<file path="config.mk">
export PLATFORM = sky130hd
export DESIGN_NAME = pong_game_ctrl
export DESIGN_NICKNAME = d
export VERILOG_FILES = /design/src/rtl/pong_pkg.sv /design/src/rtl/pong_bcd2_cnt.sv /design/src/rtl/pong_game_ctrl.sv
export SDC_FILE = /design/constraint.sdc
export NUM_CORES = 1
export LEC_CHECK = 0
export ABC_CLOCK_PERIOD_IN_PS = 2000
export BUFFER_PORTS_ARGS = -buffer_cell sky130_fd_sc_hd__buf_2
export CORE_UTILIZATION = 50
export CTS_CLUSTER_SIZE = 12
export DETAILED_ROUTE_END_ITERATION = 10
export PLACE_DENSITY = 0.8
export SYNTH_ARGS = -nofsm -noshare
export SYNTH_HDL_FRONTEND = slang
export SYNTH_SLANG_ARGS = --single-unit
export TNS_END_PERCENT = 20
</file>
<file path="constraint.sdc">
create_clock -name clk -period 2 [get_ports clk]
set_input_delay 0.4 -clock clk [delete_from_list [all_inputs] [get_ports clk]]
set_output_delay 0.4 -clock clk [all_outputs]
set_load 0.02 [all_outputs]
</file>
<file path="src/rtl/pong_pkg.sv">
// Shared definitions for the pong game sequencer: state codes, text-region masks
// and the two-digit BCD increment used by both the score counters and the win check.
package pong_pkg;

    localparam int DIG_W = 4;

    localparam logic [1:0] ST_NEWGAME = 2'd0;
    localparam logic [1:0] ST_PLAY    = 2'd1;
    localparam logic [1:0] ST_NEWBALL = 2'd2;
    localparam logic [1:0] ST_OVER    = 2'd3;

    localparam logic [3:0] TEXT_SCORE = 4'b1000;
    localparam logic [3:0] TEXT_LOGO  = 4'b0100;
    localparam logic [3:0] TEXT_RULE  = 4'b0010;
    localparam logic [3:0] TEXT_OVER  = 4'b0001;

    // Ones wrap 9->0 with carry; tens stop at 9, so 99 stays 99.
    function automatic logic [2*DIG_W-1:0] bcd2_inc(input logic [2*DIG_W-1:0] v);
        logic [DIG_W-1:0] ones;
        logic [DIG_W-1:0] tens;
        ones = v[DIG_W-1:0];
        tens = v[2*DIG_W-1:DIG_W];
        if (ones != DIG_W'(9)) begin
            ones = ones + DIG_W'(1);
        end else if (tens != DIG_W'(9)) begin
            ones = '0;
            tens = tens + DIG_W'(1);
        end
        return {tens, ones};
    endfunction

    function automatic logic [3:0] text_for(input logic [1:0] st);
        logic [3:0] t;
        case (st)
            ST_NEWGAME: t = TEXT_SCORE | TEXT_LOGO | TEXT_RULE;
            ST_OVER:    t = TEXT_SCORE | TEXT_LOGO | TEXT_OVER;
            default:    t = TEXT_SCORE | TEXT_LOGO;
        endcase
        return t;
    endfunction

endpackage

</file>
<file path="src/rtl/pong_bcd2_cnt.sv">
// Two-digit BCD score counter with synchronous clear and a saturating tens digit.
module pong_bcd2_cnt
    import pong_pkg::*;
(
    input  logic             clk,
    input  logic             reset,
    input  logic             clr,
    input  logic             inc,
    output logic [DIG_W-1:0] dig0,
    output logic [DIG_W-1:0] dig1
);

    // Clear has priority so a new game always starts from 00.
    always_ff @(posedge clk or posedge reset) begin
        if (reset) begin
            dig0 <= '0;
            dig1 <= '0;
        end else if (clr) begin
            dig0 <= '0;
            dig1 <= '0;
        end else if (inc) begin
            {dig1, dig0} <= bcd2_inc({dig1, dig0});
        end
    end

endmodule

</file>
<file path="src/rtl/pong_game_ctrl.sv">
// Two-player pong game sequencer: scores, balls remaining, pause timer and the
// newgame/play/newball/over state machine driving text overlay and graphics freeze.
module pong_game_ctrl
    import pong_pkg::*;
#(
    parameter logic [7:0] WIN_SCORE   = 8'h11,
    parameter logic [1:0] BALLS       = 2'd3,
    parameter int         WAIT_FRAMES = 120
) (
    input  logic             clk,
    input  logic             reset,
    input  logic             refr_tick,
    input  logic [3:0]       btn,
    input  logic             miss_a,
    input  logic             miss_b,
    output logic             graph_still,
    output logic             ball_rst,
    output logic [1:0]       ball,
    output logic [DIG_W-1:0] dig0_A,
    output logic [DIG_W-1:0] dig1_A,
    output logic [DIG_W-1:0] dig0_B,
    output logic [DIG_W-1:0] dig1_B,
    output logic [3:0]       text_en
);

    localparam int TW = (WAIT_FRAMES < 2) ? 1 : $clog2(WAIT_FRAMES + 1);

    logic [1:0]    state;
    logic [1:0]    state_nxt;
    logic [1:0]    ball_nxt;
    logic [TW-1:0] timer;
    logic [TW-1:0] timer_nxt;
    logic          rst_nxt;
    logic          clr;
    logic          inc_a;
    logic          inc_b;
    logic          pressed;
    logic          missed;
    logic          win;

    assign pressed = (btn != 4'd0);
    assign missed  = miss_a | miss_b;

    pong_bcd2_cnt u_score_a (
        .clk   (clk),
        .reset (reset),
        .clr   (clr),
        .inc   (inc_a),
        .dig0  (dig0_A),
        .dig1  (dig1_A)
    );

    pong_bcd2_cnt u_score_b (
        .clk   (clk),
        .reset (reset),
        .clr   (clr),
        .inc   (inc_b),
        .dig0  (dig0_B),
        .dig1  (dig1_B)
    );

    // Win is judged on the score as it will be after this miss, not the stale register;
    // miss_a takes precedence so only B can score when both pulses arrive together.
    always_comb begin
        if (miss_a) begin
            win = (bcd2_inc({dig1_B, dig0_B}) == WIN_SCORE);
        end else begin
            win = (bcd2_inc({dig1_A, dig0_A}) == WIN_SCORE);
        end
    end

    always_comb begin
        state_nxt = state;
        ball_nxt  = ball;
        timer_nxt = timer;
        rst_nxt   = 1'b0;
        clr       = 1'b0;
        inc_a     = 1'b0;
        inc_b     = 1'b0;

        if ((state == ST_NEWBALL || state == ST_OVER) && refr_tick && timer != '0) begin
            timer_nxt = timer - TW'(1);
        end

        case (state)
            ST_NEWGAME: begin
                if (pressed) begin
                    state_nxt = ST_PLAY;
                    clr       = 1'b1;
                    ball_nxt  = BALLS;
                    rst_nxt   = 1'b1;
                end
            end
            ST_PLAY: begin
                if (missed) begin
                    inc_b     = miss_a;
                    inc_a     = ~miss_a;
                    ball_nxt  = (ball != 2'd0) ? ball - 2'd1 : 2'd0;
                    timer_nxt = TW'(WAIT_FRAMES);
                    if (win || ball_nxt == 2'd0) begin
                        state_nxt = ST_OVER;
                    end else begin
                        state_nxt = ST_NEWBALL;
                    end
                end
            end
            ST_NEWBALL: begin
                if (timer == '0 && pressed) begin
                    state_nxt = ST_PLAY;
                    rst_nxt   = 1'b1;
                end
            end
            default: begin
                if (timer == '0) begin
                    state_nxt = ST_NEWGAME;
                end
            end
        endcase
    end

    // Presentation outputs follow the next state so they change on the same edge as state.
    always_ff @(posedge clk or posedge reset) begin
        if (reset) begin
            state       <= ST_NEWGAME;
            ball        <= BALLS;
            timer       <= '0;
            graph_still <= 1'b1;
            ball_rst    <= 1'b0;
            text_en     <= text_for(ST_NEWGAME);
        end else begin
            state       <= state_nxt;
            ball        <= ball_nxt;
            timer       <= timer_nxt;
            graph_still <= (state_nxt != ST_PLAY);
            ball_rst    <= rst_nxt;
            text_en     <= text_for(state_nxt);
        end
    end

endmodule

</file>
Yosys cells after proc, flatten, opt, wreduce, memory -nomap -nowiden

Cells that the tools add are included.

Bits in registers: 33

$add $sub $neg: 6
Eq/ne operators: 13
Mux-type cells: 43
Bitwise operators: 2
Reduce and logical (&&, ||, !) cells: 16

Operators with widths:

| kind                | count |
|---|---|
| $mux 4              | 20 |
| $mux 7              | 3 |
| $add 4x1->4 const B | 4 |
| $eq 8x5->1 const B  | 2 |
| $ne 4x4->1 const B  | 4 |
| $mux 2              | 7 |
| $mux 1              | 9 |
| $pmux 2 s2          | 2 |
| $reduce_bool 2->1   | 4 |
| $logic_not 7->1     | 1 |
| $reduce_bool 7->1   | 1 |
| $sub 7x1->7 const B | 1 |
| $eq 2x2->1 const B  | 3 |
| $logic_not 2->1     | 3 |
| $pmux 2 s3          | 1 |
| $ne 2x2->1 const B  | 2 |
| $reduce_bool 4->1   | 1 |
| $logic_and 1x1->1   | 3 |
| $reduce_and 3->1    | 1 |
| $eq 2x1->1 const B  | 1 |
| $logic_or 1x1->1    | 2 |
| $ne 2x1->1 const B  | 1 |
| $pmux 1 s2          | 1 |
| $sub 2x1->2 const B | 1 |
| other kinds (2)     | 2 |

Logic depth before layout (Yosys ltp)

Word-level depth: 12
Gate-level depth with buffers: 7
Gate-level depth less buffers: 7

Hierarchy

From an unflattened synthesis, not the netlist that was laid out.

Cell total of the unflattened synthesis: 201
Area total of the unflattened synthesis: 1993.2 µm²

Modules (own cells, without submodules):

| module                     | instances | cells each | area each (µm²) | seq. area each (µm²) |
|---|---|---|---|---|
| pong_game_ctrl             | 1         | 101        | 1014.7          | 380.4 |
| pong_bcd2_cnt at u_score_b | 1         | 51         | 521.8           | 200.2 |
| pong_bcd2_cnt at u_score_a | 1         | 49         | 456.7           | 200.2 |

Worst setup path before layout

No wires, ideal clock.

Path kind: reg2reg
Start point: reg u_score_b.dig0[1]
End point: reg text_en[0]
Library setup time: 0.136 ns
Data arrival time: 1.746 ns
Data required time: 1.864 ns
Setup slack: 0.118 ns
Stages on the path, launching flop included: 8
Path buffers: 0
Clock period less this slack: 1.882 ns
Path through: dfrtp_1 inv_1 ha_1 and3b_1 and3_4 a311o_1 a41oi_2 o21ai_1

Word-level cells in the longest chain between the ends: 11
Elaborated cells on any way between the ends: 16

Ends and longest elaborated chain:

| item                                                 | RTL line              | text |
|---|---|---|
| from (decl)                                          | pong_bcd2_cnt.sv:9    | `output logic [DIG_W-1:0] dig0,` |
| from (signal assigned)                               | pong_bcd2_cnt.sv:22   | `{dig1, dig0} <= bcd2_inc({dig1, dig0});` |
| $add 4x1->4 (tied with other cells)                  | pong_pkg.sv:24        | `ones = ones + DIG_W'(1);` |
| $mux 4                                               | pong_pkg.sv:23        | `if (ones != DIG_W'(9)) begin` |
| $mux 4                                               | pong_game_ctrl.sv:65  | `if (miss_a) begin` |
| $eq 8x5->1 (*)                                       | pong_game_ctrl.sv:66  | `win = (bcd2_inc({dig1_B, dig0_B}) == WIN_SCORE);` |
| $mux 1 (*)                                           | pong_game_ctrl.sv:65  |  |
| $logic_or 1x1->1 (*)                                 | pong_game_ctrl.sv:100 | `if (win \|\| ball_nxt == 2'd0) begin` |
| $mux 1 (*)                                           | pong_game_ctrl.sv:100 |  |
| $mux 2 (*)                                           | pong_game_ctrl.sv:95  | `if (missed) begin` |
| $pmux 2 s3 (*)                                       | pong_game_ctrl.sv:85  | `case (state)` |
| $eq 2x2->1 / $logic_not 2->1 (equally long branches) | pong_pkg.sv:34        | `case (st)` |
| $pmux 2 s2 (*)                                       | pong_pkg.sv:34        |  |
| to (signal assigned)                                 | pong_game_ctrl.sv:129 | `text_en <= text_for(ST_NEWGAME);` |
| to (signal assigned)                                 | pong_game_ctrl.sv:136 | `text_en <= text_for(state_nxt);` |
| to (decl)                                            | pong_game_ctrl.sv:23  | `output logic [3:0] text_en` |

Every way passes the cells marked *; elsewhere a longest branch is shown, timed or not. The select of a mux whose other input is x is not followed.
A chain may end at the register's enable or synchronous reset.

Worst setup path in the final report

Start point: reg u_score_b.dig0[0]
End point: reg state[0]

Word-level cells in the longest chain between the ends: 9
Elaborated cells on any way between the ends: 13

Ends and longest elaborated chain:

| item                                | RTL line              | text |
|---|---|---|
| $add 4x1->4 (tied with other cells) | pong_pkg.sv:24        |  |
| $mux 4                              | pong_pkg.sv:23        |  |
| $mux 4                              | pong_game_ctrl.sv:65  |  |
| $eq 8x5->1 (*)                      | pong_game_ctrl.sv:66  |  |
| $mux 1 (*)                          | pong_game_ctrl.sv:65  |  |
| $logic_or 1x1->1 (*)                | pong_game_ctrl.sv:100 |  |
| $mux 1 (*)                          | pong_game_ctrl.sv:100 |  |
| $mux 2 (*)                          | pong_game_ctrl.sv:95  |  |
| $pmux 2 s3 (*)                      | pong_game_ctrl.sv:85  |  |
| net state_nxt[0]                    | pong_game_ctrl.sv:29  | `logic [1:0] state_nxt;` |
| to (signal assigned)                | pong_game_ctrl.sv:131 | `state <= state_nxt;` |
| to (decl)                           | pong_game_ctrl.sv:28  | `logic [1:0] state;` |

Mark *: on every way through the listed nets, which the timed path passes. The rest lies on a longest branch. The select of a mux whose other input is x is not followed.

==> impl_results.md <==
- Post-route setup TNS: 0 ps
- Largest net degree at the start of global routing: 32
- Vias in the first global route: 1508
- Nets: around 260
- DR vias: 1601
- Max VDD drop: roughly 0.00066 V
- Setup crit end kind: flip-flop
- Via/cell ratio: between 5 and 6
- CTS resizes: 0
- Synth Warn #: 0
- Number of flops mapped to enable cells by yosys: 0
- Worst-Margin Slew: a little under 600 ps
- Global-route wire length before repair: roughly 7000 um
- Dominant cells by area after synthesis: dfrtp_1, ha_1, dfstp_2, nand2_1, nor2_1
- Max Cap Viol: 0
- Layout area overhead: 16.0%
- H-Tree Depth: 2
- WP buf/inv: 1
- Num CTS Buffers: 5
- TritonCTS clock tree: yes
- Sequential cell area: slightly below 800 um^2
- Max-slew violations: 0
- Crit Path Class: reg -> reg
- Overflow after GRT: 0
- Multi-input gate area: 0.00106 mm^2
- Routed length per instance: roughly 14 um
- Async S/R FF share, synth: between 90% and 100%
- Min cycle time layout: about 1800 ps
- Yosys cell types: 51
- Register area share after synthesis: 40.8%
- Initial core utilization: 52.3%
- Static leakage: between 1 and 1.5 nW
- Post-Syn Instances: 201
- Clk_lat worst skew: between 200 and 300 ps
- Clock buffer depth: 2
- RR Startpoint: u_score_b.dig0[0]$_DFFE_PP0P_
- Number of buffers added on ports: 30
- HP Class: in -> async
- Hold buffer count at CTS: 0
- Top_reg_cell synth: dfrtp_1
- # IOs: 33
- CTS root buffer: clkbuf_8
- Die area: between 0.004 and 0.005 mm^2
- Synthesized area per cell: about 9.5 um^2
- Largest stage delay, worst path: between 300 and 400 ps
- R2R cell count: 7
- Post-CTS Setup Repair Bufs: 0
- Period utilization: around nine tenths
- Post-synth top cells: dfrtp_1, nand2_1, nor2_1
- Final Hold Vio Count: 0
- Final Hold Slack: around 180 ps
- Most frequent cell after synthesis: dfrtp_1
- Clock skew: roughly 2.6 ps
- DP Wirelength: 2900 um
- Reg-to-reg endpoint: state[0]$_DFF_PP0_
- Die Span Y: between 60 and 70 um
- 1st-pass router iterations: 4
- Antenna violations before repair: 0
- GPL Wtd Cong: approximately 0.86
- Required time worst endpoint: roughly 2200 ps
- Critical path's top delay family: compound AO/OA/AOI/OAI gates
- #FFs+latches synth: 31
- Critical path fanouts, max: 6
- Fmax: 0.549 GHz
- Cell taking the most area after synthesis: dfrtp_1
- Final setup vio count: 0
- RSZ-0062 raised after global routing: no
- Share of layout cells above drive strength 1: between 20 and 25%
- WL final: between 3000 and 4000 um
- # DRC: 0
- Clock Sinks: 31
- Max-slew headroom: about three fifths
- Detail Route Antenna Nets: 0
- Worst path cell trace: buf_4 -> ha_1 -> a211oi_1 -> a21oi_1 -> nor4b_2 -> a41oi_2 -> a221oi_2
- Num rows: 22
- Fill cell count: 322
- Yosys top cell area share: approximately a third
- Clock-pin slew on the worst setup and hold paths: around 60 ps
- Ant. Diodes: 0
- Power per Cell Area: roughly 1100 mW/mm^2
- 1st-iter DRT viols: 108
- Global Route Usage Sum: 21.7%
- Critical path launch point type: flip-flop
- Outcome: finished clean
- Synth Cell Area: roughly 0.0019 mm^2
- Core area: ~0.0037 mm^2
- Slowest CP cell: dfrtp_1
- Die W: 63.9 um
- Critical Path AT: about 2000 ps
- R2R Setup Slk: around 180 ps
==> worst max-delay path by stage <==
stage | from | to | slack (ps) | depth (start not counted)
2_1_floorplan | u_score_b.dig0[1]$_DFFE_PP0P_ | text_en[0]$_DFF_PP0_ | 120 | 7
3_3_place_gp | btn[3] | u_score_b.dig1[3]$_DFFE_PP0P_ | 250 | 6
3_5_place_dp | u_score_b.dig0[0]$_DFFE_PP0P_ | state[0]$_DFF_PP0_ | 180 | 7
4_1_cts | u_score_b.dig0[0]$_DFFE_PP0P_ | state[0]$_DFF_PP0_ | 170 | 7
5_1_grt | u_score_b.dig0[0]$_DFFE_PP0P_ | state[0]$_DFF_PP0_ | 70 | 7
6_report | u_score_b.dig0[0]$_DFFE_PP0P_ | state[0]$_DFF_PP0_ | 180 | 7
==> layer usage <==
metal / track usage (%) / vias to the layer above / share of wire, %
li1: - / 791 / -
met1: 28.8 / 763 / 48
met2: 34.3 / 41 / 46
met3: 5.00 / 6 / 4.2
met4: 7.95 / 0 / 1.4
met5: 0 / - / 0
==> layout make-up <==
class / count / area share, %
Tap cell: 48 / 2.71
Sequential cell: 31 / 35.2
Clock buffer: 8 / 4.51
Inverter: 9 / 1.52
Multi-Input combinational cell: 156 / 47.6
Timing Repair Buffer: 35 / 8.46
==> worst min-delay path: cells and delay by family <==
family                 cells  cell delay, ps
buffers and inverters      3             480
==> state kept, by name, indices dropped and copies added, names as in the netlist <==
signal / cells
u_score_b.dig1: 4
timer: 7
state: 2
graph_still: 1
u_score_a.dig0: 4
ball: 2
ball_rst: 1
u_score_a.dig1: 4
text_en: 2
u_score_b.dig0: 4
==> logic make-up after synthesis <==
logic type | Yosys count | share of synthesized area (%)
other cells | 1 | 0.196
simple gates | 85 | 27.3
xor+xnor | 8 | 3.66
compound gates | 50 | 16.8
mux | 1 | 0.523
fa+ha+maj | 10 | 6.54
flops | 31 | 40.8
buf+inv | 15 | 4.19
==> cells in the final DEF (no fill, tap or decap), types with 7 or more instances in the layout <==
master / instances
ha_1: 10
o21ai_1: 11
nor2_1: 19
nand2_1: 19
nand3_1: 10
clkbuf_8: 7
inv_1: 9
buf_2: 30
a21oi_1: 8
dfrtp_1: 27
o21ai_0: 13
==> power by group <==
group	internal (mW)	leakage [nW]	switching, mW
sequential	0.797	0.382	0.173
combinational	0.370	0.606	0.480
clock	0.313	0.0515	0.214
total	1.48	1.04	0.867
==> through the flow <==
step                      util (%)  total power [mW]  area, um^2  instances  worst slack, ps
after global placement        57.9              1.80        2120        279              248
after floorplan                  -              1.59        1920        202              118
final                         60.6              2.35        2220        287              178
after detailed placement      57.9              1.83        2120        279              179
after CTS                     60.6              2.37        2220        287              173
after global routing          60.6              2.51        2220        287             65.9
Note: power is estimated with default switching activity, not from simulation.
